$ cat src/rtl/motor_pkg.sv
// Shared BLDC commutation definitions: FSM encoding, six-step table and
// hall sequence indexing used by the commutator and its testbench.
package motor_pkg;

  typedef enum logic [1:0] {ST_IDLE, ST_DEADTIME, ST_DRIVE, ST_FAULT} state_t;
  typedef enum logic [1:0] {PH_A, PH_B, PH_C, PH_NONE} phase_t;

  typedef struct packed {
    phase_t hi;
    phase_t lo;
  } step_t;

  localparam logic [2:0] SEQ_IDX_NONE = 3'd7;

  function automatic logic code_valid(input logic [2:0] code);
    return (code != 3'd0) && (code != 3'd7);
  endfunction

  // Forward table; reverse swaps which phase is switched high and low.
  function automatic step_t step_lookup(input logic [2:0] code, input logic rev);
    step_t s;
    s.hi = PH_NONE;
    s.lo = PH_NONE;
    case (code)
      3'd5: begin s.hi = PH_A; s.lo = PH_B; end
      3'd4: begin s.hi = PH_A; s.lo = PH_C; end
      3'd6: begin s.hi = PH_B; s.lo = PH_C; end
      3'd2: begin s.hi = PH_B; s.lo = PH_A; end
      3'd3: begin s.hi = PH_C; s.lo = PH_A; end
      3'd1: begin s.hi = PH_C; s.lo = PH_B; end
      default: ;
    endcase
    if (rev) begin
      s.hi = s.lo;
      s.lo = step_lookup_hi(code);
    end
    return s;
  endfunction

  function automatic phase_t step_lookup_hi(input logic [2:0] code);
    case (code)
      3'd5, 3'd4: return PH_A;
      3'd6, 3'd2: return PH_B;
      3'd3, 3'd1: return PH_C;
      default:    return PH_NONE;
    endcase
  endfunction

  function automatic logic [2:0] seq_index(input logic [2:0] code);
    case (code)
      3'd5:    return 3'd0;
      3'd4:    return 3'd1;
      3'd6:    return 3'd2;
      3'd2:    return 3'd3;
      3'd3:    return 3'd4;
      3'd1:    return 3'd5;
      default: return SEQ_IDX_NONE;
    endcase
  endfunction

  function automatic logic [2:0] seq_next(input logic [2:0] idx);
    return (idx == 3'd5) ? 3'd0 : idx + 3'd1;
  endfunction

endpackage

$ cat src/rtl/bldc_commutator_if.sv
// Hall inputs, drive controls, gate-driver outputs and status of the
// commutator, bundled for the controller (master) and commutator (slave).
interface bldc_commutator_if;
  logic               hall1, hall2, hall3;
  logic               pwm_in, dir, enable, clear_err;
  logic               INHA, INLA, INHB, INLB, INHC, INLC;
  logic               hall_fault, seq_error;
  logic signed [23:0] hall_count;
  logic        [23:0] step_period;

  modport master (
    output hall1, hall2, hall3, pwm_in, dir, enable, clear_err,
    input  INHA, INLA, INHB, INLB, INHC, INLC,
    input  hall_fault, seq_error, hall_count, step_period
  );

  modport slave (
    input  hall1, hall2, hall3, pwm_in, dir, enable, clear_err,
    output INHA, INLA, INHB, INLB, INHC, INLC,
    output hall_fault, seq_error, hall_count, step_period
  );
endinterface

$ cat src/rtl/hall_filter.sv
// Two-flop synchronizer for the three hall pins followed by a stability
// filter: a code is accepted once FILTER consecutive samples agree.
module hall_filter #(
  parameter int FILTER = 64
) (
  input  logic       CLK,
  input  logic       reset,
  input  logic [2:0] hall_raw,
  output logic [2:0] code,
  output logic       code_vld
);
  localparam int CW = $clog2(FILTER + 1);

  logic [2:0]    sync1, sync2, cand;
  logic [CW-1:0] cnt, cnt_nxt;

  // cnt is the length of the current run of identical samples, capped at FILTER
  always_comb begin
    cnt_nxt = cnt;
    if ((sync2 != cand) || (cnt == '0)) cnt_nxt = CW'(1);
    else if (cnt != CW'(FILTER))        cnt_nxt = cnt + CW'(1);
  end

  always_ff @(posedge CLK or posedge reset) begin
    if (reset) begin
      sync1    <= '0;
      sync2    <= '0;
      cand     <= '0;
      cnt      <= '0;
      code     <= '0;
      code_vld <= 1'b0;
    end else begin
      sync1 <= hall_raw;
      sync2 <= sync1;
      cand  <= sync2;
      cnt   <= cnt_nxt;
      if (cnt_nxt == CW'(FILTER)) begin
        code     <= sync2;
        code_vld <= 1'b1;
      end
    end
  end
endmodule

$ cat src/rtl/bldc_commutator.sv
// Six-step BLDC commutator: filtered hall code selects the gate pattern,
// with dead-time between steps, fault handling and position/period tracking.
//   state       | meaning
//   ST_IDLE     | drive disabled or no valid code yet, gates off
//   ST_DEADTIME | all gates off while the dead-time down-counter runs
//   ST_DRIVE    | gates follow the latched step
//   ST_FAULT    | accepted code is 0 or 7, gates off
module bldc_commutator
  import motor_pkg::*;
#(
  parameter int DEADTIME = 32,
  parameter int FILTER   = 64
) (
  input logic               CLK,
  input logic               reset,
  bldc_commutator_if.slave  bus
);
  localparam int DW = $clog2(DEADTIME + 1);

  logic [2:0]    acc_code, code_q, step_code, step_code_nxt;
  logic          acc_vld, vld_q, step_dir, step_dir_nxt;
  logic          code_ok, code_bad, load;
  state_t        state, state_nxt;
  logic [DW-1:0] dt_cnt, dt_cnt_nxt;

  hall_filter #(.FILTER(FILTER)) u_hall_filter (
    .CLK      (CLK),
    .reset    (reset),
    .hall_raw ({bus.hall1, bus.hall2, bus.hall3}),
    .code     (acc_code),
    .code_vld (acc_vld)
  );

  assign code_ok  = acc_vld &&  code_valid(acc_code);
  assign code_bad = acc_vld && !code_valid(acc_code);

  always_ff @(posedge CLK or posedge reset) begin
    if (reset) begin
      state     <= ST_IDLE;
      dt_cnt    <= '0;
      step_code <= '0;
      step_dir  <= 1'b0;
    end else begin
      state     <= state_nxt;
      dt_cnt    <= dt_cnt_nxt;
      step_code <= step_code_nxt;
      step_dir  <= step_dir_nxt;
    end
  end

  always_comb begin
    state_nxt     = state;
    dt_cnt_nxt    = dt_cnt;
    step_code_nxt = step_code;
    step_dir_nxt  = step_dir;
    load          = 1'b0;
    if (!bus.enable) begin
      state_nxt = ST_IDLE;
    end else if (code_bad) begin
      state_nxt = ST_FAULT;
    end else begin
      case (state)
        ST_IDLE, ST_FAULT:     load = code_ok;
        ST_DRIVE, ST_DEADTIME: load = (acc_code != step_code) || (bus.dir != step_dir);
        default:               load = 1'b0;
      endcase
      // A new step (re)starts dead-time; the step to drive is latched here.
      if (load) begin
        state_nxt     = ST_DEADTIME;
        dt_cnt_nxt    = DW'(DEADTIME - 1);
        step_code_nxt = acc_code;
        step_dir_nxt  = bus.dir;
      end else if (state == ST_DEADTIME) begin
        if (dt_cnt == '0) state_nxt = ST_DRIVE;
        else              dt_cnt_nxt = dt_cnt - DW'(1);
      end
    end
  end

  step_t      st;
  logic       pwm_q;
  logic [5:0] gate_nxt, gate_q;

  assign st = step_lookup(step_code, step_dir);

  // gate bit order {INHA, INLA, INHB, INLB, INHC, INLC}
  always_comb begin
    gate_nxt = '0;
    if (state == ST_DRIVE) begin
      case (st.hi)
        PH_A:    gate_nxt[5] = pwm_q;
        PH_B:    gate_nxt[3] = pwm_q;
        PH_C:    gate_nxt[1] = pwm_q;
        default: ;
      endcase
      case (st.lo)
        PH_A:    gate_nxt[4] = 1'b1;
        PH_B:    gate_nxt[2] = 1'b1;
        PH_C:    gate_nxt[0] = 1'b1;
        default: ;
      endcase
    end
  end

  logic               change, trans, step_fwd, step_rev;
  logic [2:0]         new_idx, old_idx;
  logic               hall_fault_q, seq_error_q;
  logic signed [23:0] hall_count_q;
  logic [23:0]        step_period_q, per_cnt;

  assign change   = acc_vld && (!vld_q || (acc_code != code_q));
  assign trans    = change && vld_q && code_valid(code_q) && code_valid(acc_code);
  assign new_idx  = seq_index(acc_code);
  assign old_idx  = seq_index(code_q);
  assign step_fwd = (new_idx == seq_next(old_idx));
  assign step_rev = (old_idx == seq_next(new_idx));

  always_ff @(posedge CLK or posedge reset) begin
    if (reset) begin
      pwm_q         <= 1'b0;
      gate_q        <= '0;
      code_q        <= '0;
      vld_q         <= 1'b0;
      hall_fault_q  <= 1'b0;
      seq_error_q   <= 1'b0;
      hall_count_q  <= '0;
      step_period_q <= '1;
      per_cnt       <= '0;
    end else begin
      pwm_q        <= bus.pwm_in;
      gate_q       <= gate_nxt;
      code_q       <= acc_code;
      vld_q        <= acc_vld;
      hall_fault_q <= code_bad;
      if (trans && step_fwd)      hall_count_q <= hall_count_q + 24'sd1;
      else if (trans && step_rev) hall_count_q <= hall_count_q - 24'sd1;
      if (trans && !step_fwd && !step_rev) seq_error_q <= 1'b1;
      else if (bus.clear_err)              seq_error_q <= 1'b0;
      if (trans) begin
        step_period_q <= per_cnt;
        per_cnt       <= 24'd1;
      end else if (per_cnt != '1) begin
        per_cnt <= per_cnt + 24'd1;
      end
    end
  end

  assign {bus.INHA, bus.INLA, bus.INHB, bus.INLB, bus.INHC, bus.INLC} = gate_q;
  assign bus.hall_fault  = hall_fault_q;
  assign bus.seq_error   = seq_error_q;
  assign bus.hall_count  = hall_count_q;
  assign bus.step_period = step_period_q;
endmodule
$ cat src/flat_wrapper.sv
// flat-port wrapper written by rule: the top's interface ports become plain ports
module bldc_commutator_flat import motor_pkg::*;
#(
  parameter int DEADTIME = 32,
  parameter int FILTER   = 64
)
  (CLK, reset, bus_hall1, bus_hall2, bus_hall3, bus_pwm_in, bus_dir, bus_enable, bus_clear_err, bus_INHA, bus_INLA, bus_INHB, bus_INLB, bus_INHC, bus_INLC, bus_hall_fault, bus_seq_error, bus_hall_count, bus_step_period);
  bldc_commutator_if bus_i ();
  input logic CLK;
  input logic reset;
  input wire logic [$bits(bus_i.hall1)-1:0] bus_hall1;
  input wire logic [$bits(bus_i.hall2)-1:0] bus_hall2;
  input wire logic [$bits(bus_i.hall3)-1:0] bus_hall3;
  input wire logic [$bits(bus_i.pwm_in)-1:0] bus_pwm_in;
  input wire logic [$bits(bus_i.dir)-1:0] bus_dir;
  input wire logic [$bits(bus_i.enable)-1:0] bus_enable;
  input wire logic [$bits(bus_i.clear_err)-1:0] bus_clear_err;
  output wire logic [$bits(bus_i.INHA)-1:0] bus_INHA;
  output wire logic [$bits(bus_i.INLA)-1:0] bus_INLA;
  output wire logic [$bits(bus_i.INHB)-1:0] bus_INHB;
  output wire logic [$bits(bus_i.INLB)-1:0] bus_INLB;
  output wire logic [$bits(bus_i.INHC)-1:0] bus_INHC;
  output wire logic [$bits(bus_i.INLC)-1:0] bus_INLC;
  output wire logic [$bits(bus_i.hall_fault)-1:0] bus_hall_fault;
  output wire logic [$bits(bus_i.seq_error)-1:0] bus_seq_error;
  output wire logic [$bits(bus_i.hall_count)-1:0] bus_hall_count;
  output wire logic [$bits(bus_i.step_period)-1:0] bus_step_period;
  assign bus_i.hall1 = bus_hall1;
  assign bus_i.hall2 = bus_hall2;
  assign bus_i.hall3 = bus_hall3;
  assign bus_i.pwm_in = bus_pwm_in;
  assign bus_i.dir = bus_dir;
  assign bus_i.enable = bus_enable;
  assign bus_i.clear_err = bus_clear_err;
  assign bus_INHA = bus_i.INHA;
  assign bus_INLA = bus_i.INLA;
  assign bus_INHB = bus_i.INHB;
  assign bus_INLB = bus_i.INLB;
  assign bus_INHC = bus_i.INHC;
  assign bus_INLC = bus_i.INLC;
  assign bus_hall_fault = bus_i.hall_fault;
  assign bus_seq_error = bus_i.seq_error;
  assign bus_hall_count = bus_i.hall_count;
  assign bus_step_period = bus_i.step_period;
  bldc_commutator #(.DEADTIME(DEADTIME), .FILTER(FILTER)) u_core (.CLK(CLK), .reset(reset), .bus(bus_i));
endmodule
$ cat config.mk
export PLATFORM = sky130hd
export DESIGN_NAME = bldc_commutator_flat
export DESIGN_NICKNAME = d
export VERILOG_FILES = /design/src/rtl/motor_pkg.sv /design/src/rtl/bldc_commutator_if.sv /design/src/rtl/hall_filter.sv /design/src/rtl/bldc_commutator.sv /design/src/flat_wrapper.sv
export SDC_FILE = /design/constraint.sdc
export NUM_CORES = 1
export LEC_CHECK = 0
export BUFFER_PORTS_ARGS = -buffer_cell sky130_fd_sc_hd__buf_2
export CORE_MARGIN = 3
export CORE_UTILIZATION = 50
export CTS_BUF_LIST = sky130_fd_sc_hd__clkbuf_8
export DETAILED_ROUTE_END_ITERATION = 6
export GPL_TIMING_DRIVEN = 0
export PLACE_DENSITY = 0.68
export SETUP_SLACK_MARGIN = 0.02
export SYNTH_ARGS = -nofsm -noshare
export SYNTH_HDL_FRONTEND = slang
export SYNTH_SLANG_ARGS = --single-unit
$ cat constraint.sdc
create_clock -name CLK -period 6 [get_ports CLK]
set_input_delay 0.3 -clock CLK [delete_from_list [all_inputs] [get_ports CLK]]
set_output_delay 0.3 -clock CLK [all_outputs]
set_load 0.05 [all_outputs]
[Yosys cells after proc, flatten, opt, wreduce, memory -nomap -nowiden]
Cells that the tools add are included.
Word-level totals
  flip-flop bits (word level): 117
  output and inout bits: 56
Operators by class
  equal/unequal tests: 41
  bitwise logic cells: 1
  add/sub/neg operators: 7
  reduce and logical (&&, ||, !) cells: 38
  multiplexer cells: 33
Operators by type and width (count)
  $mux W24: 4
  $pmux W3 S6: 2
  $eq A3 B3 Y1 const B: 11
  $add A24 B1 Y24 const B: 1
  $add A24 B2 Y24 const B: 1
  $mux W6: 4
  $ne A24 B24 Y1 const B: 1
  $pmux W4 S6: 1
  $sub A24 B2 Y24 const B: 1
  $eq A3 B2 Y1 const B: 6
  $mux W7: 2
  $logic_and A1 B1 Y1: 12
  $mux W1: 10
  $mux W2: 5
  $reduce_or A2 Y1: 5
  $eq A3 B1 Y1 const B: 3
  $ne A3 B3 Y1: 3
  $eq A2 B2 Y1 const B: 4
  $ne A4 B1 Y1 const B: 2
  $reduce_bool A2 Y1: 4
  $add A7 B1 Y7 const B: 1
  $eq A7 B7 Y1 const B: 1
  $logic_not A7 Y1: 1
  $ne A7 B7 Y1 const B: 1
  other kinds (20): 34

[Depth between registers and ports, before layout]
Gate-level depths: netlist (run 1).
  depth in word-level cells: 9
  gate-level depth with buffers: 15

[Hierarchy]
Synthesis (run 1) repeated with hierarchy kept, for this count alone.
Unflattened totals
  cells, all modules: 619
  area total of the unflattened synthesis: 6516.2 um^2
Modules (own cells, without submodules)
  bldc_commutator: times used 1, sequential area each 2457.4 um^2, cells each 555, area an instance 5667.9 um^2
  hall_filter: times used 1, sequential area each 500.5 um^2, cells each 64, area an instance 848.3 um^2

[Worst setup path before layout (run 1)]
No wires, ideal clock.
  path kind: register to register
  start point: register u_core.u_hall_filter.code[0]
  end point: register u_core.hall_count_q[23] (netlist: u_core.bus.hall_count[23])
  data arrival time: 4.124 ns
  path buffers: 3
  clock period less this slack: 4.263 ns
  setup time: 0.139 ns
  setup slack: 1.737 ns
  cell stages (with the launch flop): 16
  required time: 5.861 ns
  path through: dfrtp_1 buf_2 nor3_1 nor3b_1 nor3b_2 clkbuf_1 nand2_1 ha_1 buf_4 a21oi_2 o21ai_1 a221o_1 a21o_1 and3_1 a211o_1 or4_1
On the way
  cells in the longest elaborated chain, start to end: 8
  elaborated cells between the ends (all ways): 25
  classes of those cells: 1 x add/sub; 11 x eq/ne; 3 x mux; 10 x reduce/logical
RTL lines
  start, declared: line hall_filter.sv:9  | output logic [2:0] code,
  start signal, assigned: line hall_filter.sv:38  | code <= sync2;
  parallel branches: the longest is 8 deep, another holds $add A3 B1 Y3
  end signal, assigned: line bldc_commutator.sv:135  | if (trans && step_fwd) hall_count_q <= hall_count_q + 24'sd1;
  end signal, assigned: line bldc_commutator.sv:136  | else if (trans && step_rev) hall_count_q <= hall_count_q - 24'sd1;
  end, declared: line bldc_commutator.sv:108  | logic signed [23:0] hall_count_q;
Several ways; the timed one is not identified.
A chain may end at the register's enable or synchronous reset.

[Final worst setup path (run 1)]
Ends and elaborated chain as after synthesis.

==> results of run 1 <==
[flip-flops by register name (all words and copies together) (netlist names), 6 cells and up]
signal / cells
u_core.u_hall_filter.cnt: 7
u_core.bus.hall_count: 24
u_core.per_cnt: 24
u_core.gate_q: 6
u_core.dt_cnt: 6
u_core.bus.step_period: 24
[final cells by class]
type | count | area [um^2] | area share
clock buffers | 18 | 248 | 0.0330
flip-flops and latches | 117 | 2960 | 0.394
multi-input cells | 477 | 3270 | 0.435
plain buffers | 28 | 133 | 0.0177
clock inverters | 14 | 208 | 0.0277
inverters | 22 | 87.6 | 0.0117
repair buffers | 70 | 398 | 0.0530
well taps | 168 | 210 | 0.0280
[critical path: stages, from the launching register on]
cell and delay (ns):
dfrtp_1 0.40, buf_2 0.25, nor3_1 0.09, nor3b_1 0.25, nor3b_2 0.58, clkbuf_1 0.42
nand2_1 0.69, ha_1 0.65, and4_1 0.24, nand3_1 0.09, a21o_1 0.20, a31oi_2 0.39
a2111oi_0 0.19, a211o_1 0.32, or4_1 0.53
[cell usage in the layout (no fill, tap or decap), types with 3 or more instances in the layout]
cell type       n
nand3b_1        6
or3b_2          6
o21ai_0        43
o21bai_1        3
o31ai_1         6
nor2b_1         5
inv_1          22
nand3_1        19
and4_1          3
bufinv_16       5
xnor2_1        32
nand2_1        60
mux2_2         33
and2_1          6
a211oi_1        6
a21boi_0        4
clkbuf_1       15
ha_1           29
or2_2           4
a21o_1         11
dfrtp_1        93
o21a_1          4
nand2b_1        4
and3_1         16
a21oi_1        33
nand4_1         9
nor3_1         15
dlygate4sd3_1   5
a31oi_1         4
clkinv_2        4
clkbuf_8       18
nor4_1          3
buf_2          74
or3_1           9
dfstp_2        24
nor2_1         43
xor2_1         22
nor3b_1         4
[worst paths after layout]
kind / start / to / cells after the start
worst min-delay path: bus_clear_err / u_core.bus.seq_error$_DFFE_PP0P_ / 2
worst max-delay path: u_core.u_hall_filter.code[0]$_DFFE_PP0N_ / u_core.bus.hall_count[23]$_DFFE_PP0P_ / 14
max in group asynchronous: reset / u_core.bus.step_period[22]$_DFFE_PP1N_ / 4
min in group asynchronous: reset / u_core.u_hall_filter.cnt[3]$_DFF_PP0_ / 3
worst max register to register: u_core.u_hall_filter.code[0]$_DFFE_PP0N_ / u_core.bus.hall_count[23]$_DFFE_PP0P_ / 14
worst min register to register: u_core.u_hall_filter.sync1[2]$_DFF_PP0_ / u_core.u_hall_filter.sync2[2]$_DFF_PP0_ / 0
[cells by family (layout without fill, tap and decap cells)]
family                   count (synthesis)  count (layout)  share of synthesized area
adder cells (fa/ha/maj)                 30              30                     0.0595
XOR/XNOR                                54              54                     0.0734
buffers and inverters                   50             152                     0.0334
multiplexers                            34              34                     0.0593
AND/OR/NAND/NOR                        221             221                      0.179
AO/OA/AOI/OAI                          138             138                      0.136
flip-flops                             117             117                      0.459
[power by group through the flow]
| stage | sequential [W] | clock [W] | combinational, W |
|---|---|---|---|
| after floorplan | 0.000830 | 0 | 0.0000457 |
| after global placement | 0.000832 | 0 | 0.0000568 |
| after detailed placement | 0.000833 | 0 | 0.0000626 |
| after CTS | 0.000819 | 0.000846 | 0.0000657 |
| after global routing | 0.000822 | 0.000888 | 0.0000738 |
| final | 0.000819 | 0.000826 | 0.0000631 |
[stage by stage]
step / utilization / std cells / power (W)
after floorplan: - / 644 / 0.000876
after global placement: 0.566 / 876 / 0.000889
after detailed placement: 0.569 / 877 / 0.000896
after CTS: 0.610 / 914 / 0.00173
after global routing: 0.610 / 914 / 0.00178
final: 0.610 / 914 / 0.00171
[layer usage]
metal  routed length (um)  share of wire  up-vias
met5                    0              0        -
met3                  633          0.046       16
met4                  178          0.013        0
met2                 6560           0.48      118
li1                     -              -     2485
met1                 6270           0.46     2448
[what timing repair did]
action / 4_1_cts / 5_1_grt
resized for setup: 0 / 0
setup buffers: 0 / 0
hold buffers: 5 / 0
endpoints found under the hold margin: 28 / 0
==> results_dict.tcl, run 1 <==
set metrics [dict create \
    dpl-instance-area_um2 7000 \
    drive_gt1_frac 0.247 \
    max-clock-path-buffers 2 \
    wirelength_um 13600 \
    clk_pin_slew_worst_paths_ns 0.07 \
    netlist.area_leader.share 0.361 \
    wire_per_inst_um 14.9 \
    fin_crit_sh 0.905 \
    root_buffer "clkbuf_8" \
    setup_violations 0 \
    clock_latency_ns 0.44 \
    cts_buffers 17 \
    power_switching_w 0.000375 \
    grt_pass1_vias 5109 \
    die_area_um2 14300 \
    p_int_w 0.00133 \
    yosysUniqueCellTypes 63 \
    drc 0 \
    ys_seq_elements 117 \
    synth_area_leader_cell "dfrtp_1" \
    core_region_area_um2 12300 \
    antenna-diode-count 0 \
    num_vias 5067 \
    p_leak_nw 3.60 \
    busiest_layer "met2" \
    r2r_slack_ns 0.57 \
    tightest_slew_ns 0.929 \
    power_frac_comb 0.037 \
    start_kind "register" \
    finalHoldViolations 0 \
    cp.required_ns 6.30 \
    drtPass1Iterations 5 \
    yosys-top-cells-area "dfrtp_1 36%, dfstp_2 9.8%, mux2_2 5.8%" \
    fmax_mhz 184 \
    syn_nets 683 \
    cp_max_fo 23 \
    grtUsageMet2 0.332 \
    synth_flop_cell "dfrtp_1" \
    synth-edff-count 0 \
    ir_drop_mv 0.182 \
    min_period_ns 5.43 \
    grt_usage 0.203 \
    htree_levels 4 \
    antenna_found_initial 0 \
    synthArstFlopShare 1.00 \
    rsz0062_at_grt "false" \
    preCtsSetupSlack_ns 0.552 \
    endpoint_kind "register" \
    syn_area_um2 6440 \
    use_met3 0.0518 \
    slew_headroom 0.379 \
    grt_first_pass_wirelength_um 23800 \
    drv_slew 0 \
    finalNetCount 772 \
    viasPerCell 5.54 \
    die_w_um 119 \
    critPathKind "reg2reg" \
    grt_overflow 0 \
    maxCapViolCount 0 \
    cts_tree "done" \
    ys.warnings.count 0 \
    swShare 0.219 \
    finalInstanceArea_um2 7510 \
    p_per_area_nw_per_um2 228 \
    synthTopCellsByCount "93 x dfrtp_1, 60 x nand2_1, 43 x nor2_1, 43 x o21ai_0" \
    fin_hold_ws_ns 0.0518 \
    dp_hpwl_um 9600 \
    drtIter0Drc 287 \
    hp-class "in2reg" \
    grt_max_degree 94 \
    start_util 0.523 \
    finalWorstSetupSlack_ns 0.571 \
    p_seq_frac 0.479 \
    rows 40 \
    synth.avg_cell_area_um2 10.0 \
    netlist_instances 644 \
    place.gp.congestion 0.931 \
    io_pins 65 \
    fillCellCount 1059 \
    cp_data_arrival_time_ns 5.73 \
    drtAntennaViolNets 0 \
    fin_setup_tns_ns 0 \
    io_buffers 64 \
    synth.most_common_cell "dfrtp_1" \
    die_h_um 119 \
    area_growth_pct 16.6 \
    clkPwrFrac 0.484 \
    clock_skew_ns 0.0110 \
    numClockSinks 117 \
    ys_seq_area_frac 0.459 \
    status "complete, no violations" \
    use_met1 0.267 \
]
No activity file was read; power rests on OpenSTA's default activity.
==> inputs of run 2 (changes only) <==
Settings changed: CTS_BUF_LIST sky130_fd_sc_hd__clkbuf_8 to sky130_fd_sc_hd__clkbuf_4.
==> results_dict.tcl, run 2 (synthesized netlist as in run 1, its figures left out) <==
set metrics [dict create \
    die_h_um 119 \
    viasPerCell 5.48 \
    fmax_mhz 196 \
    grt_max_degree 94 \
    swShare 0.230 \
    start_kind "register" \
    wirelength_um 13500 \
    grtUsageMet2 0.331 \
    power_switching_w 0.000360 \
    dpl-instance-area_um2 7000 \
    power_frac_comb 0.041 \
    numClockSinks 117 \
    grt_overflow 0 \
    clock_skew_ns 0.0176 \
    wire_per_inst_um 14.8 \
    dp_hpwl_um 9600 \
    num_vias 5026 \
    min_period_ns 5.11 \
    final_util 0.603 \
    area_growth_pct 15.3 \
    htree_levels 4 \
    root_buffer "clkbuf_4" \
    finalInstanceArea_um2 7430 \
    grt_usage 0.203 \
    drtAntennaViolNets 0 \
    r2r_slack_ns 0.89 \
    clock_latency_ns 0.55 \
    start_util 0.523 \
    drv_slew 0 \
    ir_drop_mv 0.226 \
    cp_max_fo 23 \
    p_leak_nw 3.56 \
    drtIter0Drc 302 \
    busiest_layer "met2" \
    finalNetCount 775 \
    cts_buffers 17 \
    io_pins 65 \
    antenna-diode-count 0 \
    final_common_cell "dfrtp_1" \
    cts_setup_buffers 0 \
    grt_first_pass_wirelength_um 23700 \
    drive_gt1_frac 0.247 \
    fin_cells 917 \
    core_region_area_um2 12300 \
    p_per_area_nw_per_um2 211 \
    cp_data_arrival_time_ns 5.53 \
    die_w_um 119 \
    use_met1 0.266 \
    slew_headroom 0.585 \
    clk_pin_slew_worst_paths_ns 0.12 \
    status "complete, no violations" \
    drtPass1Iterations 5 \
    rows 40 \
    tightest_slew_ns 0.620 \
    critPathKind "reg2reg" \
    finalHoldViolations 0 \
    placedCellCount 877 \
    maxCapViolCount 0 \
    mostFrequentLayoutCells "93 x dfrtp_1, 74 x buf_2, 59 x nand2_1, 43 x o21ai_0, 43 x nor2_1" \
    clkPwrFrac 0.436 \
    die_area_um2 14300 \
    fin_crit_sh 0.852 \
    setup_violations 0 \
    rsz0062_at_grt "false" \
    antenna_found_initial 0 \
    p_int_w 0.00121 \
    p_seq_frac 0.523 \
    max-clock-path-buffers 2 \
    cts_tree "done" \
    use_met3 0.0561 \
    io_buffers 64 \
    grt_pass1_vias 5121 \
    place.gp.congestion 0.931 \
    hp-class "in2async" \
    cp.required_ns 6.41 \
    endpoint_kind "register" \
    fin_setup_tns_ns 0 \
    fillCellCount 1071 \
    drc 0 \
]
run 2: cell count changes in the layout (fill, tap and decap cells not counted):
cell / change
nand2_2: +1
nand2_1: -1
inv_1: -1
dlygate4sd3_1: +3
clkbuf_8: -18
clkinv_1: +1
clkbuf_4: +18
run 2: path summary, 6_finish.rpt:
check	end	depth (start not counted)	from
setup / recovery	u_core.bus.hall_count[23]$_DFFE_PP0P_	14	u_core.u_hall_filter.code[0]$_DFFE_PP0N_
hold / removal	u_core.u_hall_filter.cnt[3]$_DFF_PP0_	3	reset
setup reg to reg	u_core.bus.hall_count[23]$_DFFE_PP0P_	14	u_core.u_hall_filter.code[0]$_DFFE_PP0N_
hold reg to reg	u_core.u_hall_filter.sync2[2]$_DFF_PP0_	0	u_core.u_hall_filter.sync1[2]$_DFF_PP0_
max in group asynchronous	u_core.bus.step_period[22]$_DFFE_PP1N_	4	reset
min in group CLK	u_core.u_hall_filter.sync2[2]$_DFF_PP0_	0	u_core.u_hall_filter.sync1[2]$_DFF_PP0_
run 2: what timing repair did:
action,4_1_cts,5_1_grt
endpoints found under the setup margin,0,1
gates resized for setup,0,1
hold buffers,8,0
endpoints found under the hold margin,31,0
run 2: power groups by stage:
stage,clock [W],sequential [W],combinational (W)
finish,0.000683,0.000818,0.0000648
global placement,0,0.000832,0.0000568
CTS,0.000700,0.000819,0.0000671
floorplan,0,0.000830,0.0000457
detailed placement,0,0.000833,0.0000626
global route,0.000742,0.000822,0.0000756
run 2: layer usage:
metal,up-vias,wire (um)
met5,-,0
met4,0,178
met3,15,702
met2,114,6520
met1,2400,6140
li1,2497,-
run 2: cell type report:
class	instances	area [um^2]	share of cell area
timing repair buffer	73	428	0.0576
buffer	28	133	0.0179
sequential	117	2960	0.398
clock buffer	18	135	0.0182
tap	168	210	0.0283
inverter	22	87.6	0.0118
multi-input combinational	477	3270	0.440
clock inverter	14	208	0.0280
run 2: per-stage QoR:
stage               power, W  setup slack, ns  hold WS [ns]
detailed placement  0.000896            0.552         0.269
global route         0.00164            0.394         0.221
floorplan           0.000876             1.74         0.331
CTS                  0.00159            0.515         0.206
finish               0.00157            0.887         0.230
global placement    0.000889            0.623         0.333
run 2: worst max-delay path, cell delays in order, from the launching register on:
cell and delay (ns):
dfrtp_1 0.42, buf_2 0.25, nor3_1 0.09, nor3b_1 0.25
nor3b_2 0.58, clkbuf_1 0.44, nand2_2 0.46, ha_1 0.53
and4_1 0.23, nand3_1 0.09, a21o_1 0.20, a31oi_2 0.40
a2111oi_0 0.20, a211o_1 0.32, or4_1 0.53
==> inputs of run 3 (changes only) <==
Settings changed: SYNTH_HIERARCHICAL from default to 1.
==> results_dict.tcl, run 3 <==
set metrics [dict create \
    tightest_slew_ns 0.982 \
    ir_drop_mv 0.181 \
    p_leak_nw 3.58 \
    cts_setup_buffers 0 \
    ys_seq_area_frac 0.454 \
    grt_overflow 0 \
    setup_violations 0 \
    post_cts_resized 0 \
    preCtsSetupSlack_ns 0.484 \
    viasPerCell 5.51 \
    synthArstFlopShare 1.00 \
    cts_buffers 17 \
    fmax_mhz 179 \
    grt_pass1_vias 4842 \
    cts_tree "done" \
    root_buffer "clkbuf_4" \
    rsz0062_at_grt "false" \
    antenna-diode-count 0 \
    clock_latency_ns 0.51 \
    slew_headroom 0.344 \
    io_buffers 64 \
    hp-class "in2reg" \
    ys.warnings.count 6 \
    clk_pin_slew_worst_paths_ns 0.10 \
    drtIter0Drc 333 \
    drc 0 \
    area_growth_pct 14.2 \
    fillCellCount 1110 \
    synth-edff-count 0 \
    die_h_um 120 \
    path_delay_family "simple AND/OR/NAND/NOR gates" \
    status "complete, no violations" \
    cp.required_ns 6.40 \
    syn_area_um2 6520 \
    fin_hold_ws_ns 0.0588 \
    synth_flop_cell "dfrtp_1" \
    fin_crit_sh 0.930 \
    maxCapViolCount 0 \
    drive_gt1_frac 0.271 \
    ys_seq_elements 117 \
    finalNetCount 750 \
    critical_path.slowest_cell "nand2_1" \
    synthTopCellsByCount "93 x dfrtp_1, 50 x nor2_1, 48 x mux2_2, 44 x a21oi_1, 39 x nand2_1" \
    p_per_area_nw_per_um2 205 \
    fin_setup_tns_ns 0 \
    syn_nets 659 \
    core_region_area_um2 12700 \
    drtPass1Iterations 4 \
    grt_first_pass_wirelength_um 22400 \
    yosysUniqueCellTypes 76 \
    netlist.area_leader.share 0.357 \
    drtAntennaViolNets 0 \
    cp_data_arrival_time_ns 5.98 \
    start_util 0.514 \
    finalHoldViolations 0 \
    synth_area_leader_cell "dfrtp_1" \
    critPathMaxStageDelay_ns 0.73 \
    endpoint_kind "register" \
    synth.most_common_cell "dfrtp_1" \
    critPathKind "reg2reg" \
    num_vias 4927 \
    rows 41 \
    mostFrequentLayoutCells "93 x dfrtp_1, 70 x buf_2, 50 x nor2_1, 48 x mux2_2, 44 x a21oi_1" \
    die_w_um 120 \
    grt_max_degree 77 \
    cp_max_fo 24 \
    start_kind "register" \
    wire_per_inst_um 14.8 \
    die_area_um2 14400 \
    clock_skew_ns 0.0118 \
    cp.buffers_inverters 3 \
    final_common_cell "dfrtp_1" \
    dp_hpwl_um 9610 \
    path_cells "and3_1 > nor3b_1 > and4_1 > clkbuf_1 > buf_2 > buf_1 > nand2_1 > fa_1 > a211oi_1 > o21bai_1 > a221o_1 > a21oi_1 > o21ai_0 > xor2_1 > mux2_2" \
    min_period_ns 5.58 \
    synth.avg_cell_area_um2 10.5 \
    io_pins 65 \
    place.gp.congestion 0.873 \
    numClockSinks 117 \
    finalWorstSetupSlack_ns 0.419 \
    htree_levels 4 \
    yosys-top-cells-area "dfrtp_1 36%, dfstp_2 9.7%, mux2_2 8.3%" \
    netlist_instances 619 \
    max-clock-path-buffers 2 \
    drv_slew 0 \
    wirelength_um 13300 \
    antenna_found_initial 0 \
    grt_usage 0.191 \
]
## run 3: cell count changes after synthesis, moves of 5 or more
cell | previous run | this run
nor2_1 | 43 | 50
or3_1 | 9 | 4
a21o_1 | 11 | 4
nand2_1 | 60 | 39
mux2_2 | 33 | 48
nand2b_1 | 4 | 9
o21ai_0 | 43 | 29
and3_1 | 16 | 10
clkbuf_1 | 15 | 9
xnor2_1 | 32 | 37
nor3_1 | 15 | 6
or3b_2 | 6 | 1
a21oi_1 | 33 | 44
## run 3: worst paths after layout
| kind | from | endpoint | slack (ns) | cells after the start |
|---|---|---|---|---|
| min in group asynchronous | reset | u_core/dt_cnt[5]$_DFFE_PP0P_ | 0.29 | 3 |
| setup / recovery | u_core/u_hall_filter/code[2]$_DFFE_PP0N_ | u_core/bus.hall_count[16]$_DFFE_PP0P_ | 0.42 | 15 |
| hold / removal | bus_dir | u_core/step_dir$_DFFE_PP0P_ | 0.06 | 2 |
| hold reg to reg | u_core/u_hall_filter/sync1[1]$_DFF_PP0_ | u_core/u_hall_filter/sync2[1]$_DFF_PP0_ | 0.35 | 0 |
| max in group asynchronous | reset | u_core/bus.step_period[14]$_DFFE_PP1P_ | 5.00 | 4 |
| setup reg to reg | u_core/u_hall_filter/code[2]$_DFFE_PP0N_ | u_core/bus.hall_count[16]$_DFFE_PP0P_ | 0.42 | 15 |
## run 3: timing repair
item / CTS / global route
hold buffers: 7 / 0
endpoints found under the hold margin: 48 / 0
endpoints found under the setup margin: 0 / 0
## run 3: metal layers
layer,vias to the layer above,global-route usage,part of all wire
met5,-,0,0
met4,0,0.0594,0.014
met3,16,0.0495,0.035
met2,93,0.325,0.50
met1,2422,0.237,0.45
li1,2396,-,-
## run 3: power breakdown
group          total (W)  internal (W)  switching [W]  leakage, nW
Sequential      0.000837      0.000815      0.0000223         1.49
Clock           0.000584      0.000296       0.000288        0.157
Combinational   0.000104     0.0000412      0.0000629         1.94
Total            0.00153       0.00115       0.000373         3.58
## run 3: cell families after synthesis
group           count (synthesis)  synth area share
compound gates                127             0.129
xor+xnor                       61            0.0820
fa+ha+maj                      31            0.0607
buf+inv                        46            0.0346
flops                         117             0.454
mux                            51            0.0876
simple gates                  186             0.152
## run 3: layout make-up
type                       count  area, um^2  share of cell area
sequential                   117        2960               0.398
clock buffer                  20         150              0.0202
inverter                      21        81.3              0.0109
clock inverter                12         136              0.0183
buffer                        25         146              0.0197
multi-input combinational    456        3330               0.448
timing repair buffer          72         418              0.0562
tap                          172         215              0.0289
## run 3: per-stage QoR
stage          std cells  utilization  total power, W  instance area, um^2
2_1_floorplan        619            -        0.000920                 6520
3_3_place_gp         855        0.557        0.000939                 7050
3_5_place_dp         856        0.559        0.000954                 7080
4_1_cts              895        0.587         0.00155                 7440
5_1_grt              895        0.587         0.00160                 7440
6_report             895        0.587         0.00153                 7440
## run 3: worst register-to-register path: stages, from the launching register on
cell and delay, ns:
dfrtp_1 0.49, and3_1 0.24, nor3b_1 0.29, and4_1 0.26, clkbuf_1 0.21, buf_2 0.28, buf_1 0.40, nand2_1 0.73
fa_1 0.73, a211oi_1 0.33, o21bai_1 0.15, a221o_1 0.39, a21oi_1 0.35, o21ai_0 0.20, xor2_1 0.17, mux2_2 0.26
